===== config.mk =====
export PLATFORM = sky130hd
export DESIGN_NAME = fpu_wb_arbiter_flat
export DESIGN_NICKNAME = d
export VERILOG_FILES = /design/src/rtl/fpu_wb_arbiter_if.sv /design/src/rtl/fpu_wb_arbiter.sv /design/src/flat_wrapper.sv
export SDC_FILE = /design/constraint.sdc
export NUM_CORES = 1
export LEC_CHECK = 0
export ABC_AREA = 0
export CORE_MARGIN = 3
export CORE_UTILIZATION = 40
export CTS_BUF_LIST = sky130_fd_sc_hd__clkbuf_8
export DETAILED_ROUTE_END_ITERATION = 6
export PLACE_DENSITY = 0.65
export SLEW_MARGIN = 10
export SYNTH_ARGS = -nofsm -noshare
export SYNTH_HDL_FRONTEND = slang
export SYNTH_SLANG_ARGS = --single-unit
export TNS_END_PERCENT = 30

===== constraint.sdc =====
create_clock -name clk -period 6.08 [get_ports clk]
set_input_delay 1.824 -clock clk [delete_from_list [all_inputs] [get_ports clk]]
set_output_delay 1.824 -clock clk [all_outputs]
set_load 0.03 [all_outputs]

===== src/rtl/fpu_wb_arbiter_if.sv =====
// Completion inputs from the fadd/fsub/fmul units and the single float
// register-file write port, bundled for the writeback arbiter.
interface fpu_wb_arbiter_if;
   logic [2:0]  in_flag;
   logic [14:0] in_address;
   logic [95:0] in_result;

   logic        wb_flag;
   logic [4:0]  wb_address;
   logic [31:0] wb_data;
   logic [1:0]  wb_src;
   logic [2:0]  almost_full;
   logic [2:0]  overflow;

   modport master (
      output in_flag,
      output in_address,
      output in_result,
      input  wb_flag,
      input  wb_address,
      input  wb_data,
      input  wb_src,
      input  almost_full,
      input  overflow
   );

   modport slave (
      input  in_flag,
      input  in_address,
      input  in_result,
      output wb_flag,
      output wb_address,
      output wb_data,
      output wb_src,
      output almost_full,
      output overflow
   );
endinterface


===== src/rtl/fpu_wb_arbiter.sv =====
// Writeback collector: one FIFO per floating-point unit, drained round-robin
// into the single register-file write port, one write per cycle.
module fpu_wb_arbiter #(
   parameter int DEPTH     = 4,
   parameter int AF_MARGIN = 2
) (
   input  logic            clk,
   input  logic            rst,
   fpu_wb_arbiter_if.slave bus
);
   localparam int NSRC = 3;
   localparam int PW   = $clog2(DEPTH);
   localparam int CW   = PW + 1;

   localparam logic [CW-1:0] FULL_CNT  = CW'(DEPTH);
   localparam logic [CW-1:0] AF_THRESH = CW'(DEPTH - AF_MARGIN);
   localparam logic [CW-1:0] CNT_ONE   = CW'(1);
   localparam logic [PW-1:0] PTR_ONE   = PW'(1);

   logic [4:0]    r_addrMem [NSRC][DEPTH];
   logic [31:0]   r_dataMem [NSRC][DEPTH];
   logic [PW-1:0] r_wptr    [NSRC];
   logic [PW-1:0] r_rptr    [NSRC];
   logic [CW-1:0] r_count   [NSRC];
   logic [2:0]    r_overflow;
   logic [1:0]    r_last;

   logic          r_wbFlag;
   logic [4:0]    r_wbAddress;
   logic [31:0]   r_wbData;
   logic [1:0]    r_wbSrc;

   logic [2:0]    w_nonEmpty;
   logic [2:0]    w_full;
   logic [2:0]    w_almostFull;
   logic [2:0]    w_push;
   logic [2:0]    w_pop;
   logic [2:0]    w_drop;
   logic [1:0]    w_order [NSRC];
   logic          w_grantValid;
   logic [1:0]    w_grantIdx;
   logic [4:0]    w_headAddr;
   logic [31:0]   w_headData;

   always_comb begin
      w_nonEmpty   = '0;
      w_full       = '0;
      w_almostFull = '0;
      for (int i = 0; i < NSRC; i++) begin
         w_nonEmpty[i]   = (r_count[i] != '0);
         w_full[i]       = (r_count[i] == FULL_CNT);
         w_almostFull[i] = (r_count[i] >= AF_THRESH);
      end
   end

   // Search order starts just after the most recent winner.
   always_comb begin
      w_order[0] = 2'd0;
      w_order[1] = 2'd1;
      w_order[2] = 2'd2;
      case (r_last)
         2'd0: begin
            w_order[0] = 2'd1;
            w_order[1] = 2'd2;
            w_order[2] = 2'd0;
         end
         2'd1: begin
            w_order[0] = 2'd2;
            w_order[1] = 2'd0;
            w_order[2] = 2'd1;
         end
         default: begin
            w_order[0] = 2'd0;
            w_order[1] = 2'd1;
            w_order[2] = 2'd2;
         end
      endcase
   end

   always_comb begin
      w_grantValid = 1'b0;
      w_grantIdx   = 2'd0;
      for (int k = 0; k < NSRC; k++) begin
         if (!w_grantValid && w_nonEmpty[w_order[k]]) begin
            w_grantValid = 1'b1;
            w_grantIdx   = w_order[k];
         end
      end
      w_pop      = w_grantValid ? (3'b001 << w_grantIdx) : 3'b000;
      w_headAddr = r_addrMem[w_grantIdx][r_rptr[w_grantIdx]];
      w_headData = r_dataMem[w_grantIdx][r_rptr[w_grantIdx]];
   end

   // A full FIFO still accepts a completion when its head leaves the same cycle.
   always_comb begin
      w_push = '0;
      w_drop = '0;
      for (int i = 0; i < NSRC; i++) begin
         w_push[i] = bus.in_flag[i] && (!w_full[i] || w_pop[i]);
         w_drop[i] = bus.in_flag[i] && w_full[i] && !w_pop[i];
      end
   end

   always_ff @(posedge clk) begin
      for (int i = 0; i < NSRC; i++) begin
         if (w_push[i]) begin
            r_addrMem[i][r_wptr[i]] <= bus.in_address[5*i +: 5];
            r_dataMem[i][r_wptr[i]] <= bus.in_result[32*i +: 32];
         end
      end
   end

   always_ff @(posedge clk or posedge rst) begin
      if (rst) begin
         for (int i = 0; i < NSRC; i++) begin
            r_wptr[i]  <= '0;
            r_rptr[i]  <= '0;
            r_count[i] <= '0;
         end
         r_overflow <= '0;
      end else begin
         for (int i = 0; i < NSRC; i++) begin
            if (w_push[i]) begin
               r_wptr[i] <= r_wptr[i] + PTR_ONE;
            end
            if (w_pop[i]) begin
               r_rptr[i] <= r_rptr[i] + PTR_ONE;
            end
            if (w_push[i] && !w_pop[i]) begin
               r_count[i] <= r_count[i] + CNT_ONE;
            end else if (!w_push[i] && w_pop[i]) begin
               r_count[i] <= r_count[i] - CNT_ONE;
            end
            if (w_drop[i]) begin
               r_overflow[i] <= 1'b1;
            end
         end
      end
   end

   // Write-port fields hold their last value on idle cycles; only the flag drops.
   always_ff @(posedge clk or posedge rst) begin
      if (rst) begin
         r_wbFlag    <= 1'b0;
         r_wbAddress <= '0;
         r_wbData    <= '0;
         r_wbSrc     <= '0;
         r_last      <= 2'd2;
      end else if (w_grantValid) begin
         r_wbFlag    <= 1'b1;
         r_wbAddress <= w_headAddr;
         r_wbData    <= w_headData;
         r_wbSrc     <= w_grantIdx;
         r_last      <= w_grantIdx;
      end else begin
         r_wbFlag    <= 1'b0;
      end
   end

   assign bus.wb_flag     = r_wbFlag;
   assign bus.wb_address  = r_wbAddress;
   assign bus.wb_data     = r_wbData;
   assign bus.wb_src      = r_wbSrc;
   assign bus.almost_full = w_almostFull;
   assign bus.overflow    = r_overflow;
endmodule


===== src/flat_wrapper.sv =====
// flat-port wrapper written by rule: the top's interface ports become plain ports
module fpu_wb_arbiter_flat 
#(
   parameter int DEPTH     = 4,
   parameter int AF_MARGIN = 2
)
  (clk, rst, bus_in_flag, bus_in_address, bus_in_result, bus_wb_flag, bus_wb_address, bus_wb_data, bus_wb_src, bus_almost_full, bus_overflow);
  fpu_wb_arbiter_if bus_i ();
  input  logic clk;
  input  logic rst;
  input wire logic [$bits(bus_i.in_flag)-1:0] bus_in_flag;
  input wire logic [$bits(bus_i.in_address)-1:0] bus_in_address;
  input wire logic [$bits(bus_i.in_result)-1:0] bus_in_result;
  output wire logic [$bits(bus_i.wb_flag)-1:0] bus_wb_flag;
  output wire logic [$bits(bus_i.wb_address)-1:0] bus_wb_address;
  output wire logic [$bits(bus_i.wb_data)-1:0] bus_wb_data;
  output wire logic [$bits(bus_i.wb_src)-1:0] bus_wb_src;
  output wire logic [$bits(bus_i.almost_full)-1:0] bus_almost_full;
  output wire logic [$bits(bus_i.overflow)-1:0] bus_overflow;
  assign bus_i.in_flag = bus_in_flag;
  assign bus_i.in_address = bus_in_address;
  assign bus_i.in_result = bus_in_result;
  assign bus_wb_flag = bus_i.wb_flag;
  assign bus_wb_address = bus_i.wb_address;
  assign bus_wb_data = bus_i.wb_data;
  assign bus_wb_src = bus_i.wb_src;
  assign bus_almost_full = bus_i.almost_full;
  assign bus_overflow = bus_i.overflow;
  fpu_wb_arbiter #(.DEPTH(DEPTH), .AF_MARGIN(AF_MARGIN)) u_core (.clk(clk), .rst(rst), .bus(bus_i));
endmodule

### After elaboration in Yosys (flattened, before gate mapping)

Memories as Yosys holds them, arrays and structs flattened.
Index checks and enable logic that the tools add are counted.
W data, S select, Z words.

| word-level totals | value |
|---|---|
| memory bits (read-only) | 0 |
| latch bits | 0 |
| memories | 2 |
| memory bits (writable) | 444 |
| output and inout bits | 46 |
| bits in registers | 66 |
| logic and storage cells | 147 |
| bits of input ports | 116 |

Memory list:

| memory | depth | bits a word | read ports | clocked after memory_dff | write ports | RTL line | text |
|---|---|---|---|---|---|---|---|
| u_core.r_dataMem | 3 | 128 | 1 | 0 | 3 | fpu_wb_arbiter.sv:21 | `logic [31:0] r_dataMem [NSRC][DEPTH];` |
| u_core.r_addrMem | 3 | 20 | 1 | 0 | 3 | fpu_wb_arbiter.sv:20 | `logic [4:0] r_addrMem [NSRC][DEPTH];` |

| operators by class | value |
|---|---|
| multiplexer cells | 51 |
| bitwise logic cells | 5 |
| divide/modulo/power cells | 0 |
| shifts and indexed selects | 1 |
| reduce and logical (&&, ||, !) cells | 41 |
| multiply operators | 0 |
| add/subtract/negate cells | 12 |
| eq/ne operators | 4 |
| $lt $le $gt $ge | 14 |

Operators by type and width:

| operator | count |
|---|---|
| $mux W128 | 3 |
| $demux W32 S2 | 3 |
| $mux W32 | 5 |
| $bmux W32 S2 | 1 |
| $mux W20 | 3 |
| $demux W5 S2 | 3 |
| $mux W5 | 5 |
| $mux W3 | 7 |
| $logic_and A1 B1 Y1 | 20 |
| $ge A3 B3 Y1 const B | 5 |
| $not A2 Y3 | 5 |
| $add A2 B1 Y2 const B | 6 |
| $pmux W6 S2 | 1 |
| $logic_not A1 Y1 | 11 |
| $bmux W5 S2 | 1 |
| $mux W1 | 10 |
| $mux W2 | 5 |
| $add A3 B1 Y3 const B | 3 |
| $eq A3 B3 Y1 const B | 3 |
| $ge A3 B2 Y1 const B | 3 |
| $lt A2 B3 Y1 const B | 3 |
| $lt A3 B1 Y1 const B | 3 |
| $reduce_bool A3 Y1 | 3 |
| $sub A3 B1 Y3 const B | 3 |
| other kinds (7) | 13 |

### Depth between registers and ports, before layout

| depth | value |
|---|---|
| depth in word-level cells | 19 |
| mapped depth | 13 |
| gate-level depth less buffers | 12 |

### Worst setup path before layout

Ideal clock, no wire load.

| timing | value |
|---|---|
| kind | in2reg |
| from | input port bus_in_flag[1] |
| to | memory u_core.r_addrMem[1][0] (netlist bit), enable pin |
| arrival | 3.192 ns |
| setup time | 0.398 ns |
| stages | 3 |
| path buffers | 0 |
| setup slack | 2.491 ns |
| data required time | 5.682 ns |
| path through | inv_1 a31oi_1 and2_1 |

RTL lines:

| element | RTL line | text |
|---|---|---|
| from (decl) | flat_wrapper.sv:11 | `input wire logic [$bits(bus_i.in_flag)-1:0] bus_in_flag;` |
| to (decl) | fpu_wb_arbiter.sv:20 |  |

### Worst setup path in the final report

| timing | value |
|---|---|
| from | register u_core.r_count[5] (netlist bit) |
| to | register u_core.r_wbData[10] (netlist: u_core.bus.wb_data[10]) |

| on the way | value |
|---|---|
| word-level cells in the longest chain between the ends | 18 |
| elaborated cells between the ends (all ways) | 26 |
| those cells by class | mux: 18; bitwise: 2; reduce/logical: 5; memory: 1 |

RTL lines:

| element | RTL line | text |
|---|---|---|
| from (decl) | fpu_wb_arbiter.sv:24 | `logic [CW-1:0] r_count [NSRC];` |
| from (signal, indexed assignment) | fpu_wb_arbiter.sv:130 | `r_count[i] <= r_count[i] + CNT_ONE;` |
| from (signal, indexed assignment) | fpu_wb_arbiter.sv:132 | `r_count[i] <= r_count[i] - CNT_ONE;` |
| $reduce_bool A3 Y1 (*) | fpu_wb_arbiter.sv:50 | `w_nonEmpty[i] = (r_count[i] != '0);` |
| $bmux W1 S2 | fpu_wb_arbiter.sv:84 | `if (!w_grantValid && w_nonEmpty[w_order[k]]) begin` |
| $mux W1 (not written as such) | fpu_wb_arbiter.sv:84 |  |
| $mux W1 | fpu_wb_arbiter.sv:84 |  |
| $logic_not A1 Y1 | fpu_wb_arbiter.sv:84 |  |
| $logic_and A1 B1 Y1 | fpu_wb_arbiter.sv:84 |  |
| $mux W1 | fpu_wb_arbiter.sv:84 |  |
| $logic_not A1 Y1 | fpu_wb_arbiter.sv:84 |  |
| $logic_and A1 B1 Y1 | fpu_wb_arbiter.sv:84 |  |
| $mux W2 | fpu_wb_arbiter.sv:84 |  |
| $not A2 Y3 (not written as such) | fpu_wb_arbiter.sv:91 | `w_headData = r_dataMem[w_grantIdx][r_rptr[w_grantIdx]];` |
| $bmux W2 S2 | fpu_wb_arbiter.sv:91 |  |
| $mux W2 (not written as such) (2 in series) | fpu_wb_arbiter.sv:91 |  |
| $not A2 Y3 (not written as such) | fpu_wb_arbiter.sv:91 |  |
| $bmux W32 S2 | fpu_wb_arbiter.sv:91 |  |
| $mux W32 (not written as such) (2 in series) | fpu_wb_arbiter.sv:91 |  |
| to (signal assigned) | fpu_wb_arbiter.sv:152 | `r_wbData <= w_headData;` |
| to (decl) | fpu_wb_arbiter.sv:30 | `logic [31:0] r_wbData;` |

Every way passes the cells marked *; elsewhere a longest branch is shown, timed or not. The select of a mux whose other input is x is not followed.
A chain may end at the register's enable or synchronous reset.

==> out/qor.csv <==
stage,metric,value,unit
place,Place WS,1.63,ns
timing,fmax,232,MHz
worst_hold_path,Worst Hold Path Cells,1,
detailed_routing,residual DRC count,0,
synth,Main synth FF type,edfxtp_1,
clock_network,clk slew on worst S/H paths,0.06,ns
floorplan,die extent in x,230,µm
synth,Synth Warn #,0,
clock_network,depth of the CTS H-tree,3,
timing,RSZ-0062 raised after global routing,false,
synth,top cell type's share of synthesized area,0.666,
synth,Syn Area/Cell,16.6,µm²
global_route,largest net degree at the start of global routing,98,
synth,"EDFF count, synth",444,
timing,fin crit share,0.709,
worst_hold_path,Hold WC Path Type,reg2reg,
final_layout,# diodes,0,
clock_network,cts bufs inserted,80,
place,# port buffers,161,
global_route,initial antenna violation count,2,
worst_setup_path,WS Path Type,reg2reg,
place,post-DP HPWL,31.6,mm
global_route,vias in the first global route,12900,
clock_network,# hold bufs at CTS,0,
timing,Setup WS post-layout,1.77,ns
timing,Max transition margin,0.146,
pwr,maximum vdd drop,0.572,mV
synth,syn nets,1336,
floorplan,FP Rows,81,
timing,Slew @ Worst Pin,1.28,ns
floorplan,Initial Util,0.407,
job,Max Cap Viol,0,
outcome,run status,finished clean,
clock_network,CTS tree,done,
pwr,pwr/cell area,622,mW/mm²
synth,cell taking the most area after synthesis,edfxtp_1,
synth,"flops & latches, synth",509,
clock_network,Num Clock Sinks,509,
global_route,Overflow after GRT,0,
timing,final setup TNS,0,ns
timing,hold slack,0.470,ns
timing,Final Slew Violations,0,
worst_setup_path,element type at the critical path end,flop,
detailed_routing,drt initial violations,1244,
final_layout,layout net count,1502,
synth,Mapped Area,0.0200,mm²
timing,Tmin final,4.31,ns
clock_network,CTS resizes,0,
clock_network,# Post-CTS Setup Buffers,0,
floorplan,Core ar.,0.0492,mm²
worst_setup_path,crit path max fanout,56,
detailed_routing,Post-DRT Antenna Nets,0,
detailed_routing,first-pass iteration count of the detailed router,5,
clock_network,CTS Buffer Depth,3,
synth,"Seq/Total Area, Yosys",0.748,
synth,post-synthesis cell count,1202,
synth,post-synth cell types,44,
worst_setup_path,arrival time at the worst endpoint,4.83,ns
global_route,GRT Total Usage,0.212,
timing,Final Hold Vio Count,0,
clock_network,CTS root buf,clkbuf_8,
global_route,global-route wire length before repair,84.1,mm
final_layout,area growth from synthesis to layout,18.9,%
worst_setup_path,worst r2r path cells,5,
detailed_routing,total number of vias,12600,
detailed_routing,DR vias/cell,6.01,
detailed_routing,Routed WL,56.4,mm
timing,clock skew,0.0320,ns
timing,# setup viols final,0,
final_layout,layout cells sized above 1,0.122,
detailed_routing,WL/cell,26.9,µm
floorplan,Die ar.,0.0527,mm²
synth,"FFs w/ async S/R, synth",0.128,
synth,ranking of synthesized cells by area,"edfxtp_1 (67%), dfrtp_1 (8.0%), o211ai_1 (4.7%), a32o_1 (4.1%), a221o_1 (2.7%)",
place,Final GP Congestion,0.776,
worst_setup_path,CP Launch Type,flop,
final_layout,filler cell count,4101,
floorplan,Ports,162,
pwr,leakage,7.93,nW
clock_network,Worst-Skew Late Latency,0.65,ns
worst_setup_path,Critical Path RT,6.60,ns
floorplan,chip height,230,µm
final cells by class:
cell class / instances / area [µm²] / share of cell area
inverters: 18 / 68.8 / 0.00289
flip-flops and latches: 509 / 15000 / 0.629
multi-input cells: 574 / 4660 / 0.196
clock buffers: 89 / 1220 / 0.0515
clock inverters: 57 / 243 / 0.0102
repair buffers: 185 / 1800 / 0.0758
well taps: 664 / 831 / 0.0349
metal layers:
metal | track usage | part of all wire | vias up
li1 | - | - | 5329
met1 | 0.292 | 0.41 | 6427
met2 | 0.325 | 0.46 | 721
met3 | 0.0568 | 0.097 | 118
met4 | 0.0761 | 0.031 | 2
met5 | 0 | 0.00023 | -
cell usage in the layout, fill, tap and decap left out, types with 2 or more instances in the layout:
master / synthesis / routed
mux2_2: 15 / 15
nor2_1: 7 / 7
a221o_1: 54 / 54
and3_1: 38 / 37
a21oi_4: 0 / 2
or2_2: 3 / 4
nor3_2: 1 / 3
a2111oi_2: 2 / 2
clkinvlp_4: 0 / 2
inv_1: 17 / 48
xor2_1: 6 / 6
dfrtp_1: 64 / 64
a21oi_1: 60 / 58
clkdlybuf4s50_1: 0 / 161
nand2_1: 51 / 51
a2111o_1: 8 / 8
o211ai_1: 124 / 124
edfxtp_1: 444 / 444
and2_2: 0 / 10
xnor2_1: 11 / 11
and2_4: 0 / 2
clkbuf_8: 0 / 89
mux2_1: 18 / 18
a41o_1: 3 / 3
o21ai_0: 2 / 2
a32oi_1: 37 / 37
a211oi_4: 1 / 2
nor3_1: 5 / 3
a32o_1: 82 / 82
buf_4: 3 / 23
clkinv_1: 0 / 12
clkinv_2: 0 / 10
a31oi_1: 3 / 3
fa_1: 3 / 3
ha_1: 15 / 15
sequential cells by signal, indices dropped and copies added, names as in the netlist, 3 cells and up:
register and count:
u_core.r_dataMem 384, u_core.r_wptr 6, u_core.bus.overflow 3, u_core.r_rptr 6
u_core.r_count 9, u_core.bus.wb_data 32, u_core.r_addrMem 60, u_core.bus.wb_address 5
critical path: stages, from the launching register on:
cell      delay, ns
dfrtp_1        0.45
nor4_1         0.67
a211o_4        0.63
a221o_1        0.82
nand3_2        1.06
o211ai_1       0.52
metrics by stage:
step           std cells  power [mW]  cell area [µm²]  utilization
2_1_floorplan       1202        9.80            20000            -
3_3_place_gp        1950        12.0            22300        0.454
3_5_place_dp        1950        12.1            22300        0.454
4_1_cts             2096        14.8            23800        0.484
5_1_grt             2096        15.6            23800        0.484
6_report            2096        14.8            23800        0.484
synthesized netlist by cell type, types with 5 or more instances:
cell type,count
nor3_1,5
o211ai_1,124
inv_1,17
a32o_1,82
a21oi_1,60
and3_1,38
a32oi_1,37
dfrtp_1,64
xor2_1,6
nor2_1,7
mux2_2,15
ha_1,15
buf_1,8
buf_2,16
xnor2_1,11
a2111o_1,8
and2_1,12
nand2_1,51
clkbuf_1,74
mux2_1,18
edfxtp_1,444
a221o_1,54
report_power, final:
part | total [mW] | internal, mW | switching, mW
logic | 7.00 | 2.57 | 4.44
clock network | 2.67 | 1.34 | 1.32
registers | 5.13 | 4.78 | 0.354
worst paths after layout:
kind	from	endpoint	slack [ns]
max	u_core.r_count[5]	u_core.bus.wb_data[10]	1.77
min	u_core.bus.overflow[0]	u_core.bus.overflow[0]	0.47
max reg2reg	u_core.r_count[5]	u_core.bus.wb_data[10]	1.77
min reg2reg	u_core.bus.overflow[0]	u_core.bus.overflow[0]	0.47
max in group asynchronous	rst	u_core.bus.wb_data[18]	3.40
min in group asynchronous	rst	u_core.bus.overflow[1]	1.68
kinds of logic after synthesis:
family                     Yosys count  synth area share
buffers and inverters              119            0.0239
and+or+nand+nor                    124            0.0313
DFF                                509             0.748
AOI/OAI and AO/OA                  382             0.159
adders and majority gates           18            0.0124
xor gates and xnor gates            17           0.00744
muxes                               33            0.0186
Power figures use the tool's default switching activity.
